[config.mk]
export PLATFORM = sky130hd
export DESIGN_NAME = pll_lock_reset_sequencer
export DESIGN_NICKNAME = d
export VERILOG_FILES = /design/src/rtl/pll_seq_pkg.sv /design/src/rtl/pll_lock_sync.sv /design/src/rtl/pll_lock_reset_sequencer.sv
export SDC_FILE = /design/constraint.sdc
export NUM_CORES = 1
export LEC_CHECK = 0
export CORE_ASPECT_RATIO = 1.25
export CORE_MARGIN = 2
export CORE_UTILIZATION = 35
export CTS_CLUSTER_DIAMETER = 100
export DETAILED_ROUTE_END_ITERATION = 10
export DONT_BUFFER_PORTS = 1
export PLACE_DENSITY_LB_ADDON = 0.2
export SLEW_MARGIN = 30
export SYNTH_ARGS = -nofsm -noshare
export SYNTH_HDL_FRONTEND = slang
export SYNTH_SLANG_ARGS = --single-unit
[constraint.sdc]
create_clock -name ref_clk_i -period 3 [get_ports ref_clk_i]
set_clock_uncertainty 0.15 [all_clocks]
set_input_delay 0.6 -clock ref_clk_i [delete_from_list [all_inputs] [get_ports ref_clk_i]]
set_output_delay 0.6 -clock ref_clk_i [all_outputs]
set_load 0.01 [all_outputs]
[src/rtl/pll_seq_pkg.sv]
// rtl/pll_seq_pkg.sv - shared types and constants for the PLL lock/reset sequencer
//
// Purpose: sequencer state encoding, loss-counter width, the largest supported
// number of PLL outputs, and a lowest-set-bit helper used to pick the next
// reset domain to release.
package pll_seq_pkg;

  typedef enum logic [2:0] {
    ST_POWERDOWN,
    ST_WAIT_LOCK,
    ST_FILTER,
    ST_ENABLE,
    ST_RELEASE,
    ST_RUN,
    ST_FAULT
  } state_e;

  localparam int LOSS_W  = 8;
  localparam int MAX_OUT = 4;

  // One-hot of the lowest set bit (all zero when v is zero).
  function automatic logic [MAX_OUT-1:0] lowest_set(input logic [MAX_OUT-1:0] v);
    return v & (~v + MAX_OUT'(1));
  endfunction

endpackage

[src/rtl/pll_lock_sync.sv]
// rtl/pll_lock_sync.sv - two-flop synchronizer for the raw PLL lock signal
//
// Purpose: bring the asynchronous PLL LOCK into the reference clock domain.
// Ports:
//   clk_i  in  reference clock
//   rst_i  in  synchronous active-high reset, both flops clear to 0
//   d_i    in  raw asynchronous input
//   q_o    out synchronized output, two cycles of latency
module pll_lock_sync (
  input  logic clk_i,
  input  logic rst_i,
  input  logic d_i,
  output logic q_o
);

  logic meta_q;
  logic sync_q;

  always_ff @(posedge clk_i) begin
    if (rst_i) begin
      meta_q <= 1'b0;
      sync_q <= 1'b0;
    end else begin
      meta_q <= d_i;
      sync_q <= meta_q;
    end
  end

  assign q_o = sync_q;

endmodule

[src/rtl/pll_lock_reset_sequencer.sv]
// rtl/pll_lock_reset_sequencer.sv - PLL power-up, lock qualification and ordered domain reset release
//
// Purpose: powers the PLL up, qualifies lock, enables the used outputs, then
// releases the per-domain resets in index order. A lock loss re-asserts all
// resets and re-sequences without powering down; repeated lock timeouts end
// in a latched fault that only clear_fault_i or reset_i leaves.
// Ports:
//   ref_clk_i          in  PLL reference clock, sole clock
//   reset_i            in  synchronous active-high reset
//   pll_lock_i         in  raw PLL LOCK (asynchronous)
//   out_en_mask_i      in  static mask of used outputs / domains
//   clear_fault_i      in  single-cycle pulse, leaves the fault state
//   pll_powerdown_n_o  out PLL POWERDOWN_N
//   pll_out_en_o       out PLL output enables
//   domain_reset_o     out active-high per-domain resets
//   ready_o            out high while running
//   lock_lost_o        out single-cycle pulse per lock-loss event
//   fault_o            out high in the fault state
//   loss_count_o       out saturating lock-loss event count
module pll_lock_reset_sequencer
  import pll_seq_pkg::*;
#(
  parameter int NUM_OUT      = 4,
  parameter int PD_CYCLES    = 16,
  parameter int LOCK_TIMEOUT = 65535,
  parameter int LOCK_FILTER  = 1024,
  parameter int RELEASE_GAP  = 64,
  parameter int MAX_RETRIES  = 3,
  parameter int CNT_W        = 17
) (
  input  logic              ref_clk_i,
  input  logic              reset_i,
  input  logic              pll_lock_i,
  input  logic [NUM_OUT-1:0] out_en_mask_i,
  input  logic              clear_fault_i,
  output logic              pll_powerdown_n_o,
  output logic [NUM_OUT-1:0] pll_out_en_o,
  output logic [NUM_OUT-1:0] domain_reset_o,
  output logic              ready_o,
  output logic              lock_lost_o,
  output logic              fault_o,
  output logic [LOSS_W-1:0] loss_count_o
);

  localparam int RET_W = $clog2(MAX_RETRIES + 2);

  logic lock_s;

  pll_lock_sync u_lock_sync (
    .clk_i (ref_clk_i),
    .rst_i (reset_i),
    .d_i   (pll_lock_i),
    .q_o   (lock_s)
  );

  state_e             state_q, state_d;
  logic [CNT_W-1:0]   cnt_q, cnt_d;
  logic [RET_W-1:0]   ret_q, ret_d;
  // Domains still waiting for release; the lowest set bit goes next, so
  // masked indices are skipped without spending a gap.
  logic [NUM_OUT-1:0] rem_q, rem_d;
  logic [NUM_OUT-1:0] pick;
  logic [NUM_OUT-1:0] rst_q, rst_d;
  logic [NUM_OUT-1:0] en_q, en_d;
  logic               pd_n_q, pd_n_d;
  logic               ready_q, ready_d;
  logic               lost_q, lost_d;
  logic               fault_q, fault_d;
  logic [LOSS_W-1:0]  loss_q, loss_d;
  logic               loss_evt;

  always_comb begin
    state_d  = state_q;
    cnt_d    = cnt_q;
    ret_d    = ret_q;
    rem_d    = rem_q;
    rst_d    = rst_q;
    loss_d   = loss_q;
    lost_d   = 1'b0;
    loss_evt = 1'b0;
    pick     = NUM_OUT'(lowest_set(MAX_OUT'(rem_q)));

    case (state_q)
      ST_POWERDOWN: begin
        if (cnt_q == '0) begin
          state_d = ST_WAIT_LOCK;
          cnt_d   = CNT_W'(LOCK_TIMEOUT - 1);
        end else begin
          cnt_d = cnt_q - CNT_W'(1);
        end
      end
      ST_WAIT_LOCK: begin
        if (lock_s) begin
          state_d = ST_FILTER;
          cnt_d   = CNT_W'(LOCK_FILTER - 1);
        end else if (cnt_q == '0) begin
          if (ret_q == RET_W'(MAX_RETRIES)) begin
            state_d = ST_FAULT;
          end else begin
            ret_d   = ret_q + RET_W'(1);
            state_d = ST_POWERDOWN;
            cnt_d   = CNT_W'(PD_CYCLES - 1);
          end
        end else begin
          cnt_d = cnt_q - CNT_W'(1);
        end
      end
      ST_FILTER: begin
        if (!lock_s) begin
          // A single low restarts qualification; not a retry.
          state_d = ST_WAIT_LOCK;
          cnt_d   = CNT_W'(LOCK_TIMEOUT - 1);
        end else if (cnt_q == '0) begin
          state_d = ST_ENABLE;
          cnt_d   = CNT_W'(RELEASE_GAP - 1);
        end else begin
          cnt_d = cnt_q - CNT_W'(1);
        end
      end
      ST_ENABLE: begin
        if (!lock_s) begin
          loss_evt = 1'b1;
        end else if (cnt_q == '0) begin
          // The enable wait is the gap before domain 0; release starts at once.
          state_d = (out_en_mask_i == '0) ? ST_RUN : ST_RELEASE;
          cnt_d   = '0;
          rem_d   = out_en_mask_i;
        end else begin
          cnt_d = cnt_q - CNT_W'(1);
        end
      end
      ST_RELEASE: begin
        if (!lock_s) begin
          loss_evt = 1'b1;
        end else if (cnt_q == '0) begin
          rst_d = rst_q & ~pick;
          rem_d = rem_q & ~pick;
          if ((rem_q & ~pick) == '0) begin
            state_d = ST_RUN;
          end else begin
            cnt_d = CNT_W'(RELEASE_GAP - 1);
          end
        end else begin
          cnt_d = cnt_q - CNT_W'(1);
        end
      end
      ST_RUN: begin
        if (!lock_s) loss_evt = 1'b1;
      end
      ST_FAULT: begin
        if (clear_fault_i) begin
          state_d = ST_POWERDOWN;
          cnt_d   = CNT_W'(PD_CYCLES - 1);
          ret_d   = '0;
        end
      end
      default: begin
        state_d = ST_POWERDOWN;
        cnt_d   = CNT_W'(PD_CYCLES - 1);
      end
    endcase

    // Lock loss keeps the PLL powered and goes straight back to waiting.
    if (loss_evt) begin
      state_d = ST_WAIT_LOCK;
      cnt_d   = CNT_W'(LOCK_TIMEOUT - 1);
      ret_d   = '0;
      lost_d  = 1'b1;
      if (loss_q != '1) loss_d = loss_q + LOSS_W'(1);
    end

    // Outputs are registered versions of what the next state implies.
    if (!(state_d == ST_RELEASE || state_d == ST_RUN)) rst_d = '1;
    pd_n_d  = !(state_d == ST_POWERDOWN || state_d == ST_FAULT);
    en_d    = (state_d == ST_ENABLE || state_d == ST_RELEASE || state_d == ST_RUN)
              ? out_en_mask_i : '0;
    ready_d = (state_d == ST_RUN);
    fault_d = (state_d == ST_FAULT);
  end

  always_ff @(posedge ref_clk_i) begin
    if (reset_i) begin
      state_q <= ST_POWERDOWN;
      cnt_q   <= CNT_W'(PD_CYCLES - 1);
      ret_q   <= '0;
      rem_q   <= '0;
      rst_q   <= '1;
      en_q    <= '0;
      pd_n_q  <= 1'b0;
      ready_q <= 1'b0;
      lost_q  <= 1'b0;
      fault_q <= 1'b0;
      loss_q  <= '0;
    end else begin
      state_q <= state_d;
      cnt_q   <= cnt_d;
      ret_q   <= ret_d;
      rem_q   <= rem_d;
      rst_q   <= rst_d;
      en_q    <= en_d;
      pd_n_q  <= pd_n_d;
      ready_q <= ready_d;
      lost_q  <= lost_d;
      fault_q <= fault_d;
      loss_q  <= loss_d;
    end
  end

  assign pll_powerdown_n_o = pd_n_q;
  assign pll_out_en_o      = en_q;
  assign domain_reset_o    = rst_q;
  assign ready_o           = ready_q;
  assign lock_lost_o       = lost_q;
  assign fault_o           = fault_q;
  assign loss_count_o      = loss_q;

endmodule

======== Word level (Yosys, flattened, before mapping) ========
Index checks and enable logic that the tools add are counted.
operators by class
  add/subtract/negate cells ............... 4
  equal/unequal tests ..................... 28
  mux-type cells .......................... 42
  bitwise operators ....................... 8
  reductions and logical operators ........ 22
operators with widths
  cell                     count
  $mux W17                 12
  $pmux W17 S7             1
  $mux W3                  17
  $pmux W3 S7              1
  $eq A3 B3 Y1 const B     6
  $logic_not A17 Y1        1
  $sub A17 B1 Y17 const B  1
  $mux W16                 1
  $mux W4                  4
  $ne A2 B2 Y1 const B     7
  $and A4 B4 Y4            3
  $eq A3 B2 Y1 const B     4
  $reduce_and A6 Y1        2
  $reduce_and A5 Y1        2
  $add A8 B1 Y8 const B    1
  $logic_not A4 Y1         2
  $ne A8 B8 Y1 const B     1
  $not A4 Y4               2
  $pmux W4 S2              1
  $logic_not A3 Y1         2
  $ne A3 B2 Y1 const B     2
  $ne A3 B3 Y1 const B     2
  $pmux W3 S2              1
  $reduce_or A2 Y1         3
  other kinds (15)         25
storage, ports and cells
  register bits after elaboration ......... 49
  word-level logic and storage cells ...... 118

======== Depth between registers and ports, before layout ========
  depth in word-level cells ............... 16
  depth in mapped cells ................... 11
  depth with buffers taken out ............ 8

======== Modules after synthesis ========
Synthesis repeated with hierarchy kept, for this count alone.
second synthesis, totals
  cell total of the unflattened synthesis .. 376
  area, all modules ....................... 2,969.1 sq um
modules (own cells, without submodules)
  module                    instances  cells an instance  area an instance (sq um)  sequential area each (sq um)
  pll_lock_reset_sequencer  1          372                2,916.5                   940.9
  pll_lock_sync             1          4                  52.6                      40.0

======== Worst setup path before layout ========
Ideal clock, no wire load.
  path kind ............................... flip-flop to flip-flop
  start ................................... reg cnt_q[0]
  end ..................................... reg en_q[0], in the netlist pll_out_en_o[0]
  setup time .............................. 0.066 ns
  data arrival time ....................... 2.331 ns
  path slack .............................. 0.453 ns
  stages on the path, launching flop included .. 10
  path buffers ............................ 1
  period minus slack after synthesis ...... 2.547 ns
  cells stage by stage .................... dfxtp_1 > clkbuf_1 > inv_1 > ha_1 > nor4b_1 > nand4_2 > o41a_1 > nor4b_4 > a31oi_2 > nor2b_1
between the ends
  longest elaborated chain between the ends .. 10
  elaborated cells on any way between the ends .. 19
  those cells by class .................... 3 x eq/ne; 11 x mux; 1 x bitwise; 4 x reduce/logical
RTL lines
  item                                          RTL line                         text
  start: declaration                            pll_lock_reset_sequencer.sv:57   logic [CNT_W-1:0] cnt_q, cnt_d;
  start signal: assignment                      pll_lock_reset_sequencer.sv:184  cnt_q <= CNT_W'(PD_CYCLES - 1);
  start signal: assignment                      pll_lock_reset_sequencer.sv:196  cnt_q <= cnt_d;
  $logic_not A17 Y1 (*)                         n/a
  $mux W3 (on tied branches) (2 in series)      n/a
  $pmux W3 S7 (*)                               pll_lock_reset_sequencer.sv:83   case (state_q)
  $mux W3 (*)                                   pll_lock_reset_sequencer.sv:164  if (loss_evt) begin
  $eq A3 B2 Y1 or $eq A3 B3 Y1 (tied branches)  pll_lock_reset_sequencer.sv:175  en_d = (state_d == ST_ENABLE || state_d == ST_RELEASE || state_d == ST_RUN)
  $logic_or A1 B1 Y1                            pll_lock_reset_sequencer.sv:175
  $logic_or A1 B1 Y1 (*)                        pll_lock_reset_sequencer.sv:175
  $not A1 Y1 (no line) (*)                      n/a
  $reduce_or A2 Y1 (no line) (*)                n/a
  end signal: assignment                        pll_lock_reset_sequencer.sv:200  en_q <= en_d;
  end: declaration                              pll_lock_reset_sequencer.sv:64   logic [NUM_OUT-1:0] en_q, en_d;
Every way passes the cells marked *; elsewhere a longest branch is shown, timed or not.
A chain may end at the register's enable or synchronous reset.

======== Final worst setup path ========
  start ................................... reg cnt_q[0]
  end ..................................... reg cnt_q[16]
between the ends
  longest elaborated chain between the ends .. 4
  elaborated cells on any way between the ends .. 15
  those cells by class .................... 1 x add/sub; 2 x eq/ne; 10 x mux; 2 x reduce/logical
RTL lines
  item                                                  RTL line
  $sub A17 B1 Y17 or $logic_not A17 Y1 (tied branches)  n/a
  $mux W17 (on tied branches) (2 in series)             n/a
  $pmux W17 S7                                          pll_lock_reset_sequencer.sv:83
Parallel ways exist; a longest one is shown, timed or not. The select of a mux whose other input is x is not followed.

==> results.json <==
{
  "final_core_util_pct": 39.1,
  "worstMarginPinSlew_ns": 0.558,
  "synth_most_common_cell": "dfxtp_1",
  "combPwrFrac_pct": 5.1,
  "synth_area_per_cell_um2": 7.80,
  "critPathLaunchType": "flop",
  "synth_seq_area_share_pct": 33.7,
  "start_util_pct": 35.7,
  "fp.dieW_um": 85.5,
  "gp_congestion": 0.870,
  "setup_violations": 0,
  "port_buffers": 0,
  "finalNetCount": 391,
  "yosys-top-cells-area": "dfxtp_1 (34%), o21ai_0 (6.2%), nor2_1 (5.0%), a21oi_1 (3.8%), nor3_1 (3.8%)",
  "grt_use_total_pct": 18.4,
  "dieArea_mm2": 0.00906,
  "cts_buffers": 5,
  "netSwitchingPower_w": 0.000289,
  "cts_sinks": 49,
  "drive_gt1_share_pct": 11.3,
  "synth_seq_cells": 49,
  "status": "complete, no violations",
  "antenna_left": 0,
  "worstPathMaxFanout": 8,
  "vias": 2788,
  "relSlewSlack_pct": 62.8,
  "pwr-share-clk_pct": 36.0,
  "grt_max_degree": 37,
  "syn_nets": 386,
  "tritoncts": "done",
  "p_total_w": 0.00114,
  "grt_pass1_wl_um": 13200,
  "crit_path_end_kind": "flop",
  "crit_arrival_ns": 2.89,
  "clock_latency_ns": 0.32,
  "cellPowerDensity_mw_per_mm2": 359,
  "clk_pin_slew_ns": 0.09,
  "ios": 28,
  "yosys_warnings": 0,
  "async_reset_ff_share_pct": 0,
  "pre_cts_ws_ns": 0.230,
  "syn-cell-area_mm2": 0.00291,
  "std_cell_rows": 37,
  "synth_top_area_share_pct": 33.7,
  "hpwl_um": 6170,
  "fin_crit_sh_pct": 93.1,
  "timing.setup.tns_ns": 0,
  "ys_top_cells_by_count": "dfxtp_1 (49), nor2_1 (39), o21ai_0 (36)",
  "fmax_mhz": 358,
  "synthFlopType": "dfxtp_1",
  "drt_iter0_drc": 128,
  "fp.dieH_um": 106,
  "timing.final.crit_period_ns": 2.79,
  "synth_edf_count": 0,
  "p_int_w": 0.000856,
  "cts_max_level": 2,
  "vdd.ir_drop.worst_uv": 198,
  "synth_top_cell_by_area": "dfxtp_1",
  "hold_violations": 0,
  "viasPerCell": 5.86,
  "diodes": 0,
  "drc": 0,
  "antenna_found_initial": 0,
  "grt_setup_unrepaired": "no",
  "core-area_mm2": 0.00815,
  "routedWlPerCell_um": 17.3,
  "crit_required_ns": 3.10,
  "yosysUniqueCellTypes": 52,
  "pwr-share-seq_pct": 58.9,
  "clockBufferDepth": 2,
  "grt_overflow": 0,
  "cts_hold_buf": 0,
  "drtPass1Iterations": 4,
  "min_path_type": "in2reg",
  "cts-root-buf": "clkbuf_8",
  "drt-total-wl_um": 8220,
  "cap_viol_max_count": 0,
  "syn_inst": 373,
  "fin_ws_ns": 0.207,
  "worstSetupPathType": "reg2reg",
  "holdWs_ns": 0.194,
  "swShare_pct": 25.2,
  "drv_slew": 0,
  "p_leak_nw": 1.20,
  "area_delta_synth_final_pct": 9.55,
  "first_global_vias": 2669
}
sequential cells by signal (all words and copies together), names as in the netlist:
name,flops
cnt_q,17
domain_reset_o,4
fault_o,1
lock_lost_o,1
loss_count_o,8
pll_out_en_o,4
pll_powerdown_n_o,1
ready_o,1
rem_q,4
ret_q,3
state_q,3
u_lock_sync.meta_q,1
u_lock_sync.q_o,1
path summary, 6_finish.rpt:
check / endpoint / slack [ns] / start / cells past startpoint
worst max-delay path: cnt_q[16]$_SDFFE_PP0P_ / 0.21 / cnt_q[0]$_SDFFE_PP1P_ / 9
worst max register to register: cnt_q[16]$_SDFFE_PP0P_ / 0.21 / cnt_q[0]$_SDFFE_PP1P_ / 9
worst min-delay path: lock_lost_o$_SDFF_PP0_ / 0.19 / reset_i / 1
worst min register to register: u_lock_sync.q_o$_SDFF_PP0_ / 0.30 / u_lock_sync.meta_q$_SDFF_PP0_ / 1
timing repair:
item	CTS	global route
gates resized for setup	0	1
setup buffers	0	0
setup endpoints to repair	0	9
power groups by stage:
stage | combinational [W] | clock [W] | sequential (W)
floorplan | 0.0000537 | 0 | 0.000685
global placement | 0.0000558 | 0 | 0.000689
detailed placement | 0.0000568 | 0 | 0.000690
CTS | 0.0000569 | 0.000431 | 0.000675
global route | 0.0000632 | 0.000448 | 0.000677
finish | 0.0000579 | 0.000412 | 0.000675
cell usage in the layout (no fill, tap or decap), types with 6 or more instances in the layout:
master,instances
a31oi_1,8
inv_1,9
dfxtp_1,49
and3_1,6
nor2_1,39
nor2b_1,15
o21ai_0,36
or3_1,8
a21oi_1,22
buf_4,20
nand3_1,13
xor2_1,6
nor3_1,22
nand2_1,29
kinds of logic after synthesis:
| group | synth area share (%) |
|---|---|
| AOI/OAI and AO/OA | 21.6 |
| xor gates and xnor gates | 3.01 |
| adders and majority gates | 2.49 |
| buffers and inverters | 4.39 |
| DFF | 33.7 |
| muxes | 1.03 |
| and+or+nand+nor | 33.7 |
layer usage:
metal,up-vias,share of wire [%],global-route usage (%)
li1,1371,-,-
met1,1324,40,21.1
met2,76,51,32.5
met3,17,4.8,3.49
met4,0,3.6,8.50
met5,-,0,0
per-stage QoR:
stage | std cells | cell area (µm²)
detailed placement | 468 | 3090
finish | 476 | 3190
floorplan | 373 | 2910
global route | 476 | 3190
global placement | 468 | 3090
CTS | 476 | 3180
area by class of cell:
type | instances | area [µm²]
clock buffers | 5 | 68.8
clock inverters | 3 | 25.0
fillers | 854 | 4960
inverters | 9 | 33.8
multi-input cells | 293 | 1810
flip-flops and latches | 49 | 981
well taps | 97 | 121
repair buffers | 20 | 150
worst max-delay path: stages (launching register included):
cell     delay, ns
dfxtp_1       0.46
inv_1         0.13
ha_1          0.23
nor4b_2       0.17
nand4_2       0.19
buf_4         0.18
nor3_1        0.06
or3_1         0.48
or4_1         0.53
a21oi_1       0.15
Power figures use the tool's default switching activity.
